## config.mk

```make
export PLATFORM = sky130hd
export DESIGN_NAME = mac_pipe
export DESIGN_NICKNAME = d
export VERILOG_FILES = /design/src/rtl/mac_pipe.sv
export SDC_FILE = /design/constraint.sdc
export NUM_CORES = 1
export LEC_CHECK = 0
export ABC_AREA = 0
export CORE_AREA = 3 3 126 128
export DETAILED_ROUTE_END_ITERATION = 8
export DIE_AREA = 0 0 129 131
export MAX_ROUTING_LAYER = met4
export PLACE_DENSITY_LB_ADDON = 0.3
export SYNTH_ARGS = -nofsm -noshare
export SYNTH_HDL_FRONTEND = slang
export SYNTH_SLANG_ARGS = --single-unit
```

## constraint.sdc

```tcl
create_clock -name clk -period 8.83 [get_ports clk]
set_input_delay 1.766 -clock clk [delete_from_list [all_inputs] [get_ports clk]]
set_output_delay 1.766 -clock clk [all_outputs]
set_load 0.05 [all_outputs]
```

## src/rtl/mac_pipe.sv

```systemverilog
// Three-stage signed multiply-add with saturating accumulate mode.
// Ready/valid on both sides; one shared advance enable stalls the whole pipe.
module mac_pipe #(
    parameter int DATA_WIDTH = 8,
    parameter int OUT_WIDTH  = 2 * DATA_WIDTH
) (
    input  logic                         clk,
    input  logic                         reset_n,
    input  logic                         in_valid,
    output logic                         in_ready,
    input  logic signed [DATA_WIDTH-1:0] a,
    input  logic signed [DATA_WIDTH-1:0] b,
    input  logic signed [DATA_WIDTH-1:0] c,
    input  logic                         mode,
    input  logic                         first,
    output logic                         out_valid,
    input  logic                         out_ready,
    output logic signed [OUT_WIDTH-1:0]  q,
    output logic                         ovf
);

    localparam int PW = 2 * DATA_WIDTH;
    localparam int EW = OUT_WIDTH + 2;

    // Out of range iff the bits from the result sign upward are not all equal.
    function automatic logic sat_ovf(input logic [EW-1:0] x);
        sat_ovf = !((&x[EW-1:OUT_WIDTH-1]) || !(|x[EW-1:OUT_WIDTH-1]));
    endfunction

    function automatic logic [OUT_WIDTH-1:0] sat_val(input logic [EW-1:0] x);
        if (sat_ovf(x)) begin
            if (x[EW-1]) begin
                sat_val = {1'b1, {(OUT_WIDTH-1){1'b0}}};
            end else begin
                sat_val = {1'b0, {(OUT_WIDTH-1){1'b1}}};
            end
        end else begin
            sat_val = x[OUT_WIDTH-1:0];
        end
    endfunction

    logic                         w_advance;

    logic                         r_s1_valid;
    logic signed [DATA_WIDTH-1:0] r_s1_a;
    logic signed [DATA_WIDTH-1:0] r_s1_b;
    logic signed [DATA_WIDTH-1:0] r_s1_c;
    logic                         r_s1_mode;
    logic                         r_s1_first;

    logic signed [PW-1:0]         w_prod;

    logic                         r_s2_valid;
    logic signed [PW-1:0]         r_s2_p;
    logic signed [DATA_WIDTH-1:0] r_s2_c;
    logic                         r_s2_mode;
    logic                         r_s2_first;

    logic signed [EW-1:0]         w_base;
    logic signed [EW-1:0]         w_sum;
    logic [OUT_WIDTH-1:0]         w_res;
    logic                         w_ovf;

    logic signed [OUT_WIDTH-1:0]  r_acc;
    logic signed [OUT_WIDTH-1:0]  r_q;
    logic                         r_ovf;
    logic                         r_out_valid;

    assign w_advance = !r_out_valid || out_ready;
    assign in_ready  = w_advance;
    assign out_valid = r_out_valid;
    assign q         = r_q;
    assign ovf       = r_ovf;

    // Stage 1: operand capture.
    always_ff @(posedge clk) begin
        if (!reset_n) begin
            r_s1_valid <= 1'b0;
            r_s1_a     <= '0;
            r_s1_b     <= '0;
            r_s1_c     <= '0;
            r_s1_mode  <= 1'b0;
            r_s1_first <= 1'b0;
        end else if (w_advance) begin
            r_s1_valid <= in_valid;
            r_s1_a     <= a;
            r_s1_b     <= b;
            r_s1_c     <= c;
            r_s1_mode  <= mode;
            r_s1_first <= first;
        end
    end

    assign w_prod = PW'(r_s1_a) * PW'(r_s1_b);

    // Stage 2: product register.
    always_ff @(posedge clk) begin
        if (!reset_n) begin
            r_s2_valid <= 1'b0;
            r_s2_p     <= '0;
            r_s2_c     <= '0;
            r_s2_mode  <= 1'b0;
            r_s2_first <= 1'b0;
        end else if (w_advance) begin
            r_s2_valid <= r_s1_valid;
            r_s2_p     <= w_prod;
            r_s2_c     <= r_s1_c;
            r_s2_mode  <= r_s1_mode;
            r_s2_first <= r_s1_first;
        end
    end

    // Stage 3 adder: continuing an ACC chain adds to acc, everything else adds c.
    always_comb begin
        w_base = '0;
        if (r_s2_mode && !r_s2_first) begin
            w_base = EW'(r_acc);
        end else begin
            w_base = EW'(r_s2_c);
        end
        w_sum = w_base + EW'(r_s2_p);
        w_ovf = sat_ovf(w_sum);
        w_res = sat_val(w_sum);
    end

    // Stage 3: result, overflow flag and accumulator.
    always_ff @(posedge clk) begin
        if (!reset_n) begin
            r_out_valid <= 1'b0;
            r_q         <= '0;
            r_ovf       <= 1'b0;
            r_acc       <= '0;
        end else if (w_advance) begin
            r_out_valid <= r_s2_valid;
            if (r_s2_valid) begin
                r_q   <= w_res;
                r_ovf <= w_ovf;
                if (r_s2_mode) begin
                    r_acc <= w_res;
                end
            end
        end
    end

endmodule

```

### After elaboration in Yosys (flattened, before gate mapping)

Cells that the tools add are included.

* register bits: 88
* word-level logic and storage cells: 31
* output and inout port bits: 19
* bits of input ports: 30

* muxes and demuxes: 3
* reductions and logical operators: 11
* $add $sub $neg: 1
* multipliers: 1

Operators by type and width (count)
* $mux W16: 2
* $add A18 B16 Y18: 1
* $mux W18: 1
* $mul A8 B8 Y16: 1
* $reduce_and A3 Y1: 2
* $logic_not A1 Y1: 4
* $reduce_or A3 Y1: 1
* $logic_or A1 B1 Y1: 2
* $reduce_and A2 Y1: 1
* $logic_and A1 B1 Y1: 1

### Logic depth before layout (Yosys ltp)

* word-level depth: 8
* mapped depth: 19

### Worst setup path after synthesis

No wires, ideal clock.

* path type: input -> output
* from: in out_ready
* to: out in_ready
* stages: 4
* data arrival time: 2.704 ns
* buffers on the path: 2
* path slack: 4.360 ns
* cell sequence: nor2b_1 > clkbuf_1 > clkinv_1 > clkbuf_1

* word-level cells in the longest chain between the ends: 1

RTL lines
* start, declared: line 17 `input logic out_ready,`
* $logic_or A1 B1 Y1: line 69 `assign w_advance = !r_out_valid || out_ready;`
* end, declared: line 10 `output logic in_ready,`

No other way between the ends.

### Final worst setup path

Same ends and word-level chain as after synthesis.

==> impl_metrics.yaml <==
grt:
  grt_pass1_vias: 4838
  antenna_found_initial: 0
  grt_pass1_wl_um: 22850
  gr-usage-all-layers_pct: 17.00
  grt_max_degree: 77
  gr-total-overflow: 0
route:
  wl_met1_um: 6422
  num_vias: 5012
  met3_wirelength_um: 499
  wire_per_inst_um: 13.96
  top_layer: "met4"
  drtPass1Iterations: 4
  dr_wl_met2_um: 6281
  drc: 0
  viasPerCell: 5.188
  ant_nets: 0
  drt-total-wl_um: 13490
  dr.first_iter.drc_count: 317
logic_synthesis:
  synthCells: 747
  ys_warn_count: 0
  synth_edf_count: 0
  synth_nets: 878
  ys.flop_type: "dfxtp_1"
  synth_top_family_by_area: "adder cells"
  synthMuxAreaShare_pct: 1.517
  yosys_register_bits: 88
  synth_compound_area_share_pct: 17.69
  synthAdderAreaFrac_pct: 25.52
  synthArstFlopShare_pct: 0
  synth-simple-area-share_pct: 17.46
  synth_area_per_cell_um2: 8.834
  seq_area_frac_synth_pct: 26.70
  synthXorXnorAreaFrac_pct: 3.053
  synth_cell_types: 53
  synth_area_mm2: 0.006599
sta:
  setup_ws_ns: 3.319
  finalCritPeriodShare_pct: 62.41
  clock_skew_ns: 0.008204
  finalSetupViolCount: 0
  worst_pin_slew_ns: 0.9961
  maxSlewViolCount: 0
  fmax_mhz: 181.5
  period_needed_ns: 5.511
  hold_viol_final: 0
  rsz0062_at_grt: "no"
  max_slew_margin_pct: 33.46
  finalSetupTns_ns: 0
worst_setup_path:
  cp-end-kind: "primary output"
  cp_max_fo: 63
  start_kind: "input port"
  r2r_slack_ns: 4.15
  required_ns: 7.06
  arrival_ns: 3.74
  crit_type: "input port to primary output"
run_status:
  outcome: "finished, final reports clean"
power:
  p_clk_share_pct: 33.1
  powerDensity_mw_per_mm2: 153.1
  pwr-share-seq_pct: 39.7
  intPower_w: 0.0007837
  comb_power_share_pct: 27.2
  swShare_pct: 31.47
  p_leak_nw: 3.499
  power_switching_w: 0.0003599
  ir_worst_vdd_v: 0.0001033
run:
  max-cap-violations: 0
finish:
  syn_to_final_growth_pct: 13.23
  final_common_cell: "nand2_1"
  fin_util_pct: 49.89
  drive_above_1_share_pct: 5.398
  num-nets-final: 904
  final_cell_mix: "nand2_1 (121), inv_1 (95), dfxtp_1 (88)"
  antenna_cells: 0
cts:
  htree_levels: 3
  clk_path_buf_depth: 2
  cts_tree: "built"
  root_buffer: "clkbuf_16"
  clk_latency_ns: 0.34
  post_cts_buffers: 0
  cts_hold_buf: 0
  numCtsBuffers: 9
  ctsResizeCount: 0
  path_clk_slew_ns: 0.06
  cts_sinks: 88
die:
  die_area_mm2: 0.01690
  die_w_um: 129
  ioPinCount: 49
  row_count: 45
  start_util_pct: 44.06
  core_area_mm2: 0.01498
  die_h_um: 131
placement:
  gp_congestion: 0.8811
  place.port_buffers: 48
  place_hpwl_um: 10520
  dp_worst_setup_slack_ns: 3.317
hold_path:
  hp-class: "flop to flop"
==> per-stage QoR <==
| stage | instances | hold WS [ns] | cell area [um^2] | total power, W |
|---|---|---|---|---|
| finish | 966 | 0.4628 | 7472 | 0.001144 |
| global route | 966 | 0.4846 | 7472 | 0.001216 |
| floorplan | 747 | 0.4364 | 6599 | 0.0006927 |
| CTS | 966 | 0.4663 | 7472 | 0.001159 |
| detailed placement | 950 | 0.4577 | 7176 | 0.0007778 |
| global placement | 950 | 0.4540 | 7176 | 0.0007689 |
==> synthesized netlist by cell type, drive strengths merged (6+ instances only) <==
cell type  number  share of area (%)
a21boi         46                5.2
a21o           15                1.7
a21oi          23                1.7
a221o          25                3.9
and2           49                4.6
and3            8               0.85
buf             8               0.95
clkbuf         29                1.6
dfxtp          88                 27
fa             56                 17
ha             45                8.5
inv            95                5.4
mux2            8                1.4
nand2         121                6.9
nand3           8               0.61
nor2           13               0.74
nor2b           8               0.76
o21a            6               0.68
o21ai          19                1.4
xnor2          14                1.9
xor2            9                1.2
==> flip-flops by register name, summed over array words and instances, names as in the netlist, 8 cells and up <==
register / flops
q: 16
r_acc: 16
r_s2_p: 16
r_s1_a: 8
r_s1_b: 8
r_s1_c: 8
r_s2_c: 8
==> layout make-up <==
cell class	count	area, um^2
Clock buffer	10	229.0
Multi-Input combinational cell	526	4313
Fill cell	1440	7505
Sequential cell	88	1762
Tap cell	188	235.2
Timing Repair Buffer	52	505.5
Clock inverter	6	67.56
Inverter	96	360.3
==> power groups by stage <==
stage / Sequential, W / Clock (W) / Combinational [W]
2_1_floorplan: 0.000463 / 0 / 0.000230
5_1_grt: 0.000458 / 0.000399 / 0.000358
4_1_cts: 0.000454 / 0.000388 / 0.000317
3_3_place_gp: 0.000463 / 0 / 0.000306
3_5_place_dp: 0.000463 / 0 / 0.000315
6_report: 0.000454 / 0.000379 / 0.000311
==> cells by family after synthesis <==
family,after synthesis
buffers and inverters,133
flip-flops,88
XOR/XNOR,23
multiplexers,9
AO/OA/AOI/OAI,157
AND/OR/NAND/NOR,236
adder cells (fa/ha/maj),101
==> per-layer routing <==
metal  vias up  global-route usage, %
met5         -                      -
met4         0                  5.435
met1      2364                  22.38
li1       2520                      -
met2       104                  26.55
met3        24                  3.293
==> final timing paths <==
kind | start | end | cells past startpoint
worst max-delay path | out_ready | in_ready | 5
worst max register to register | r_s1_b[7] | r_s2_p[14] | 16
worst min-delay path | r_s1_valid | r_s1_valid | 2
worst min register to register | r_s1_valid | r_s1_valid | 2
==> critical path, stage by stage <==
cell and delay, ns:
clkdlybuf4s50_1 0.44, nor2b_4 0.11, buf_4 0.49, clkinv_1 0.18, clkdlybuf4s50_1 0.74
Note: power is estimated with default switching activity, not from simulation.
